[src/rtl/depadding_pkg.sv]
// Shared network defaults for the depadding block: element width and channel count.
package depadding_pkg;

  localparam int NN_N       = 8;
  localparam int NN_CHANNEL = 3;

endpackage

[src/rtl/depadding_if.sv]
// Stream bundle for depadding: padded input stream in, cropped stream out.
interface depadding_if #(
  parameter int W = depadding_pkg::NN_N * depadding_pkg::NN_CHANNEL
);

  logic         input_vld;
  logic [W-1:0] input_din;
  logic         input_rdy;
  logic [W-1:0] crop_dout;
  logic         crop_dout_vld;
  logic         crop_dout_rdy;
  logic         crop_dout_end;

  modport slave (
    input  input_vld,
    input  input_din,
    output input_rdy,
    output crop_dout,
    output crop_dout_vld,
    input  crop_dout_rdy,
    output crop_dout_end
  );

  modport master (
    output input_vld,
    output input_din,
    input  input_rdy,
    input  crop_dout,
    input  crop_dout_vld,
    output crop_dout_rdy,
    input  crop_dout_end
  );

endinterface

[src/rtl/depadding_sync_fifo.sv]
// Synchronous FIFO with a registered head stage; count_o covers the storage array only.
module sync_fifo #(
  parameter int WIDTH = 25,
  parameter int DEPTH = 4
) (
  input  logic                   clk,
  input  logic                   rst,
  input  logic                   push_i,
  input  logic [WIDTH-1:0]       din_i,
  input  logic                   pop_i,
  output logic [WIDTH-1:0]       dout_o,
  output logic                   vld_o,
  output logic [$clog2(DEPTH):0] count_o
);

  localparam int AW = (DEPTH > 1) ? $clog2(DEPTH) : 1;
  localparam int CW = $clog2(DEPTH) + 1;
  localparam logic [CW-1:0] FULL = CW'(DEPTH);

  logic [WIDTH-1:0] mem_q [DEPTH];
  logic [AW-1:0]    wr_ptr_q, wr_ptr_d;
  logic [AW-1:0]    rd_ptr_q, rd_ptr_d;
  logic [CW-1:0]    count_q, count_d;
  logic [WIDTH-1:0] dout_q, dout_d;
  logic             vld_q, vld_d;

  logic wr_en, rd_en, out_free, take_mem, bypass, mem_wr;

  assign wr_en    = push_i & (count_q != FULL);
  assign rd_en    = pop_i & vld_q;
  assign out_free = ~vld_q | rd_en;
  assign take_mem = out_free & (count_q != '0);
  // An empty array lets a push land straight in the head register (1-cycle latency).
  assign bypass   = out_free & (count_q == '0) & wr_en;
  assign mem_wr   = wr_en & ~bypass;

  always_comb begin
    wr_ptr_d = wr_ptr_q;
    rd_ptr_d = rd_ptr_q;
    count_d  = count_q + CW'(mem_wr) - CW'(take_mem);
    dout_d   = dout_q;
    vld_d    = vld_q;
    if (mem_wr) wr_ptr_d = wr_ptr_q + 1'b1;
    if (take_mem) begin
      rd_ptr_d = rd_ptr_q + 1'b1;
      dout_d   = mem_q[rd_ptr_q];
      vld_d    = 1'b1;
    end else if (bypass) begin
      dout_d = din_i;
      vld_d  = 1'b1;
    end else if (out_free) begin
      vld_d = 1'b0;
    end
  end

  always_ff @(posedge clk) begin
    if (mem_wr) mem_q[wr_ptr_q] <= din_i;
  end

  always_ff @(posedge clk) begin
    if (rst) begin
      wr_ptr_q <= '0;
      rd_ptr_q <= '0;
      count_q  <= '0;
      dout_q   <= '0;
      vld_q    <= 1'b0;
    end else begin
      wr_ptr_q <= wr_ptr_d;
      rd_ptr_q <= rd_ptr_d;
      count_q  <= count_d;
      dout_q   <= dout_d;
      vld_q    <= vld_d;
    end
  end

  assign dout_o  = dout_q;
  assign vld_o   = vld_q;
  assign count_o = count_q;

endmodule

[src/rtl/depadding.sv]
// Strips a PADDING-wide border from a raster-ordered PS x PS frame, emitting the SIZE x SIZE interior.
module depadding
  import depadding_pkg::*;
#(
  parameter int N          = NN_N,
  parameter int CHANNEL    = NN_CHANNEL,
  parameter int SIZE       = 32,
  parameter int PADDING    = 1,
  parameter int FIFO_DEPTH = 4
) (
  input logic        clk,
  input logic        rst,
  input logic        ce,
  depadding_if.slave bus
);

  localparam int W   = CHANNEL * N;
  localparam int PS  = SIZE + 2 * PADDING;
  localparam int CW  = (PS > 1) ? $clog2(PS) : 1;
  localparam int CW1 = CW + 1;
  localparam int FW  = $clog2(FIFO_DEPTH) + 1;

  localparam logic [CW-1:0]  EDGE_MAX  = CW'(PS - 1);
  localparam logic [CW-1:0]  LAST_IDX  = CW'(PADDING + SIZE - 1);
  localparam logic [CW1-1:0] PAD_W     = CW1'(PADDING);
  localparam logic [CW1-1:0] SIZE_W    = CW1'(SIZE);
  localparam logic [FW-1:0]  FIFO_FULL = FW'(FIFO_DEPTH);

  logic [CW-1:0]  row_q, row_d;
  logic [CW-1:0]  col_q, col_d;
  logic [CW1-1:0] row_off, col_off;
  logic           in_xfer, interior, last_beat, push, pop;
  logic [FW-1:0]  fifo_count;
  logic [W:0]     fifo_dout;
  logic           fifo_vld;

  assign bus.input_rdy = ce & (fifo_count < FIFO_FULL);
  assign in_xfer       = bus.input_vld & bus.input_rdy;

  // Offsets below the border wrap to large unsigned values, so one compare covers both bounds.
  assign row_off   = {1'b0, row_q} - PAD_W;
  assign col_off   = {1'b0, col_q} - PAD_W;
  assign interior  = (row_off < SIZE_W) & (col_off < SIZE_W);
  assign last_beat = (row_q == LAST_IDX) & (col_q == LAST_IDX);

  assign push = in_xfer & interior;
  assign pop  = ce & fifo_vld & bus.crop_dout_rdy;

  always_comb begin
    row_d = row_q;
    col_d = col_q;
    if (in_xfer) begin
      if (col_q == EDGE_MAX) begin
        col_d = '0;
        row_d = (row_q == EDGE_MAX) ? '0 : row_q + 1'b1;
      end else begin
        col_d = col_q + 1'b1;
      end
    end
  end

  always_ff @(posedge clk) begin
    if (rst) begin
      row_q <= '0;
      col_q <= '0;
    end else begin
      row_q <= row_d;
      col_q <= col_d;
    end
  end

  sync_fifo #(
    .WIDTH (W + 1),
    .DEPTH (FIFO_DEPTH)
  ) u_fifo (
    .clk     (clk),
    .rst     (rst),
    .push_i  (push),
    .din_i   ({last_beat, bus.input_din}),
    .pop_i   (pop),
    .dout_o  (fifo_dout),
    .vld_o   (fifo_vld),
    .count_o (fifo_count)
  );

  assign bus.crop_dout     = fifo_dout[W-1:0];
  assign bus.crop_dout_vld = fifo_vld;
  assign bus.crop_dout_end = fifo_vld & fifo_dout[W];

endmodule

[src/flat_wrapper.sv]
// flat-port wrapper written by rule: the top's interface ports become plain ports
module depadding_flat import depadding_pkg::*;
#(
  parameter int N          = NN_N,
  parameter int CHANNEL    = NN_CHANNEL,
  parameter int SIZE       = 32,
  parameter int PADDING    = 1,
  parameter int FIFO_DEPTH = 4
)
  (clk, rst, ce, bus_input_vld, bus_input_din, bus_input_rdy, bus_crop_dout, bus_crop_dout_vld, bus_crop_dout_rdy, bus_crop_dout_end);
  depadding_if #(.W((24))) bus_i ();
  input logic clk;
  input logic rst;
  input logic ce;
  input wire logic [$bits(bus_i.input_vld)-1:0] bus_input_vld;
  input wire logic [$bits(bus_i.input_din)-1:0] bus_input_din;
  output wire logic [$bits(bus_i.input_rdy)-1:0] bus_input_rdy;
  output wire logic [$bits(bus_i.crop_dout)-1:0] bus_crop_dout;
  output wire logic [$bits(bus_i.crop_dout_vld)-1:0] bus_crop_dout_vld;
  input wire logic [$bits(bus_i.crop_dout_rdy)-1:0] bus_crop_dout_rdy;
  output wire logic [$bits(bus_i.crop_dout_end)-1:0] bus_crop_dout_end;
  assign bus_i.input_vld = bus_input_vld;
  assign bus_i.input_din = bus_input_din;
  assign bus_input_rdy = bus_i.input_rdy;
  assign bus_crop_dout = bus_i.crop_dout;
  assign bus_crop_dout_vld = bus_i.crop_dout_vld;
  assign bus_i.crop_dout_rdy = bus_crop_dout_rdy;
  assign bus_crop_dout_end = bus_i.crop_dout_end;
  depadding #(.N(N), .CHANNEL(CHANNEL), .SIZE(SIZE), .PADDING(PADDING), .FIFO_DEPTH(FIFO_DEPTH)) u_core (.clk(clk), .rst(rst), .ce(ce), .bus(bus_i));
endmodule
[config.mk]
export PLATFORM = sky130hd
export DESIGN_NAME = depadding_flat
export DESIGN_NICKNAME = d
export VERILOG_FILES = /design/src/rtl/depadding_pkg.sv /design/src/rtl/depadding_if.sv /design/src/rtl/depadding_sync_fifo.sv /design/src/rtl/depadding.sv /design/src/flat_wrapper.sv
export SDC_FILE = /design/constraint.sdc
export NUM_CORES = 1
export LEC_CHECK = 0
export CORE_UTILIZATION = 35
export CTS_CLUSTER_DIAMETER = 30
export DETAILED_ROUTE_END_ITERATION = 7
export PLACE_DENSITY = 0.59
export SYNTH_ARGS = -nofsm -noshare
export SYNTH_HDL_FRONTEND = slang
export SYNTH_SLANG_ARGS = --single-unit
[constraint.sdc]
create_clock -name clk -period 8.03 [get_ports clk]
set_input_delay 1.606 -clock clk [delete_from_list [all_inputs] [get_ports clk]]
set_output_delay 1.606 -clock clk [all_outputs]
set_load 0.01 [all_outputs]
==> results.yml <==
cts:
  postCtsSetupBuffers: 0
  cts-resized-gates: 0
  cts_root_buffer: "clkbuf_16"
  clkSinkCount: 147
  clk_latency_ns: 0.41
  path_clk_slew_ns: 0.06
  clockBufferDepth: 2
  h-tree-depth: 4
  cts_buffers: 17
  cts_hold_buffers: 0
  cts_tree: "done"
synthesis:
  yosysTopAreaCellShare_pct: 48.0
  netlist_instances: 407
  synthXorXnorAreaFrac_pct: 2.08
  synth_top_family_by_area: "multiplexers"
  synth-adder-area-share_pct: 3.12
  yosys.area.top_type: "edfxtp_1"
  ys.flop_type: "edfxtp_1"
  synthMuxAreaShare_pct: 13.5
  synth_simple_gate_area_share_pct: 5.20
  ys_async_sr_fraction_pct: 0
  seq_area_frac_synth_pct: 63.0
  synth_compound_area_share_pct: 7.75
  yosys_warnings: 0
  synth_nets: 451
  ys_ff_latch: 147
  syn-cell-area_sq_um: 6260
  synth.area.top_cells: "edfxtp_1, dfxtp_1, mux4_2, mux2i_1, a211oi_2"
  postSynthAreaPerCell_sq_um: 15.4
  yosysUniqueCellTypes: 40
  synth_edf_count: 100
detailed_routing:
  wl_met2_um: 5570
  ant_nets: 0
  routed_wl_um: 11600
  first_pass_iters: 4
  wl_met3_um: 513
  routed.top_layer: "met4"
  drc: 0
  dr.first_iter.drc_count: 185
  met1_length_um: 5310
  wl_per_cell_um: 17.1
  via_count: 3308
  vias_per_cell: 4.86
power:
  power_mw: 2.44
  power_leakage_nw: 2.49
  powerDensity_nw_per_um2: 328
  peakVddDrop_mv: 0.146
run_status:
  outcome: "complete, no violations"
finish:
  syn_to_final_growth_pct: 18.8
  fillers: 1523
  nets: 487
  finalNonFillerCells: 681
  final_common_cell: "edfxtp_1"
  diodes: 0
  drive_gt1_share_pct: 19.7
  layout_common_cells: "edfxtp_1, clkdlybuf4s50_1, dfxtp_1"
timing:
  rsz0062_at_grt: "false"
  slew_violations: 0
  fin_crit_ns: 4.68
  fin_crit_sh_pct: 58.3
  holdWs_ns: 0.522
  finalSetupTns_ns: 0
  skew_ns: 0.00581
  final_hold_viol_count: 0
  tightest_slew_ns: 1.17
  setup_viol: 0
  max_freq_mhz: 214
  slew_headroom_pct: 22.1
place:
  routabilityCongestion: 0.781
  dp.cells: 649
  io_buffers: 55
  place_hpwl_um: 6860
critical_path:
  crit_path_max_fanout: 27
  worstPathRequired_ns: 8.30
  start_kind: "input pin"
  r2r-end: "u_core.u_fifo.count_o[2]$_SDFF_PP0_"
  crit_top_cell: "inv_1"
  path_cells: "clkdlybuf4s50_1 > nand2_1 > nand2_1 > a211oi_2 > inv_1 > ha_1 > inv_1 > ha_1 > inv_1 > fa_1 > xor2_1 > xnor2_1 > nor2_1"
  r2r_slack_ns: 4.73
  worstSetupPathType: "in2reg"
  r2r_cells: 11
  rr_startpoint: "u_core.u_fifo.vld_o$_SDFFE_PP0P_"
  cp-end-kind: "register"
  worstPathArrival_ns: 4.95
  cp_slowest_stage_delay_ns: 0.70
  critPathSlowestCell: "nand2_1"
die:
  rows: 48
  io_pins: 56
  coreArea_sq_um: 17400
  die_height_um: 136
  die_area_sq_um: 18400
  die_x_um: 136
  initial_core_util_pct: 36.1
worst_hold_path:
  hold_end: "u_core.u_fifo.dout_o[7]$_SDFFE_PP0P_"
  hp-start: "u_core.u_fifo.dout_o[7]$_SDFFE_PP0P_"
  hold_path_depth: 2
  worstHoldPathType: "reg2reg"
grt:
  antenna_found_initial: 0
  groute.usage.overall_pct: 13.9
  grt-ovfl-total: 0
  grt_max_degree: 40
  grt_pass1_wl_um: 18800
  grt_pass1_vias: 3559
job:
  maxCapViolations: 0
## logic make-up after synthesis
group / Yosys count
xor+xnor: 14
simple gates: 62
compound gates: 60
flops: 147
buf+inv: 56
fa+ha+maj: 15
mux: 53
## worst max-delay path by stage
| stage | start | slack (ns) | to |
|---|---|---|---|
| after floorplan | ce | 4.34 | u_core.u_fifo.count_o[2]$_SDFF_PP0_ |
| after global placement | ce | 3.03 | u_core.u_fifo.count_o[2]$_SDFF_PP0_ |
| after detailed placement | ce | 2.90 | u_core.u_fifo.count_o[2]$_SDFF_PP0_ |
| after CTS | ce | 3.34 | u_core.u_fifo.count_o[2]$_SDFF_PP0_ |
| after global routing | ce | 3.06 | u_core.u_fifo.count_o[2]$_SDFF_PP0_ |
| final | ce | 3.35 | u_core.u_fifo.count_o[2]$_SDFF_PP0_ |
## area by class of cell
type                            count  area, sq um  share of cell area (%)
Sequential cell                   147         3950                    53.0
Multi-Input combinational cell    204         2000                    26.8
Timing Repair Buffer               62          598                    8.04
Clock buffer                       28          507                    6.81
Tap cell                          225          282                    3.78
Clock inverter                      4         72.6                   0.975
Inverter                           11         41.3                   0.555
## where the power goes
group | total (mW) | switching, mW | leakage [nW] | internal, mW
Combinational | 0.708 | 0.346 | 0.918 | 0.362
Sequential | 0.962 | 0.0753 | 1.29 | 0.887
Clock | 0.770 | 0.279 | 0.279 | 0.490
## critical path, delay by kind of cell
kind / cells / cell delay, ns
xor+xnor: 2 / 0.30
simple gates: 3 / 0.90
compound gates: 1 / 0.70
buf+inv: 4 / 0.65
fa+ha+maj: 3 / 0.79
## flip-flops by register name, indices dropped and copies added (netlist names), named ones only
register / cells
u_core.u_fifo.mem_q: 100
u_core.u_fifo.dout_o: 25
u_core.col_q: 6
u_core.row_q: 6
u_core.u_fifo.count_o: 3
u_core.u_fifo.rd_ptr_q: 2
u_core.u_fifo.wr_ptr_q: 2
u_core.u_fifo.vld_o: 1
## per-stage QoR
stage          util, %  setup WS [ns]  area [sq um]
2_1_floorplan        -           4.34          6260
3_3_place_gp      39.5           3.03          6860
3_5_place_dp      39.5           2.90          6860
4_1_cts           42.9           3.34          7440
5_1_grt           42.9           3.06          7440
6_report          42.9           3.35          7440
## synth_stat cells, types with 3 or more instances
master    count
a211oi_1      4
a211oi_2     21
a21oi_1      28
a31oi_1       3
and2_1        5
buf_2         8
buf_4        24
buf_6         3
clkbuf_1     10
dfxtp_1      47
edfxtp_1    100
ha_1         14
inv_1        10
mux2i_1      27
mux4_2       25
nand2_1      13
nand4_1       4
nor2_1       23
nor2b_1       3
xnor2_1       6
xor2_1        7
## per-layer routing
layer,GRT usage (%),vias up
li1,-,1581
met1,17.4,1644
met2,22.0,63
met3,4.64,20
met4,6.05,0
met5,0,-
(Power assumes the default switching activity.)
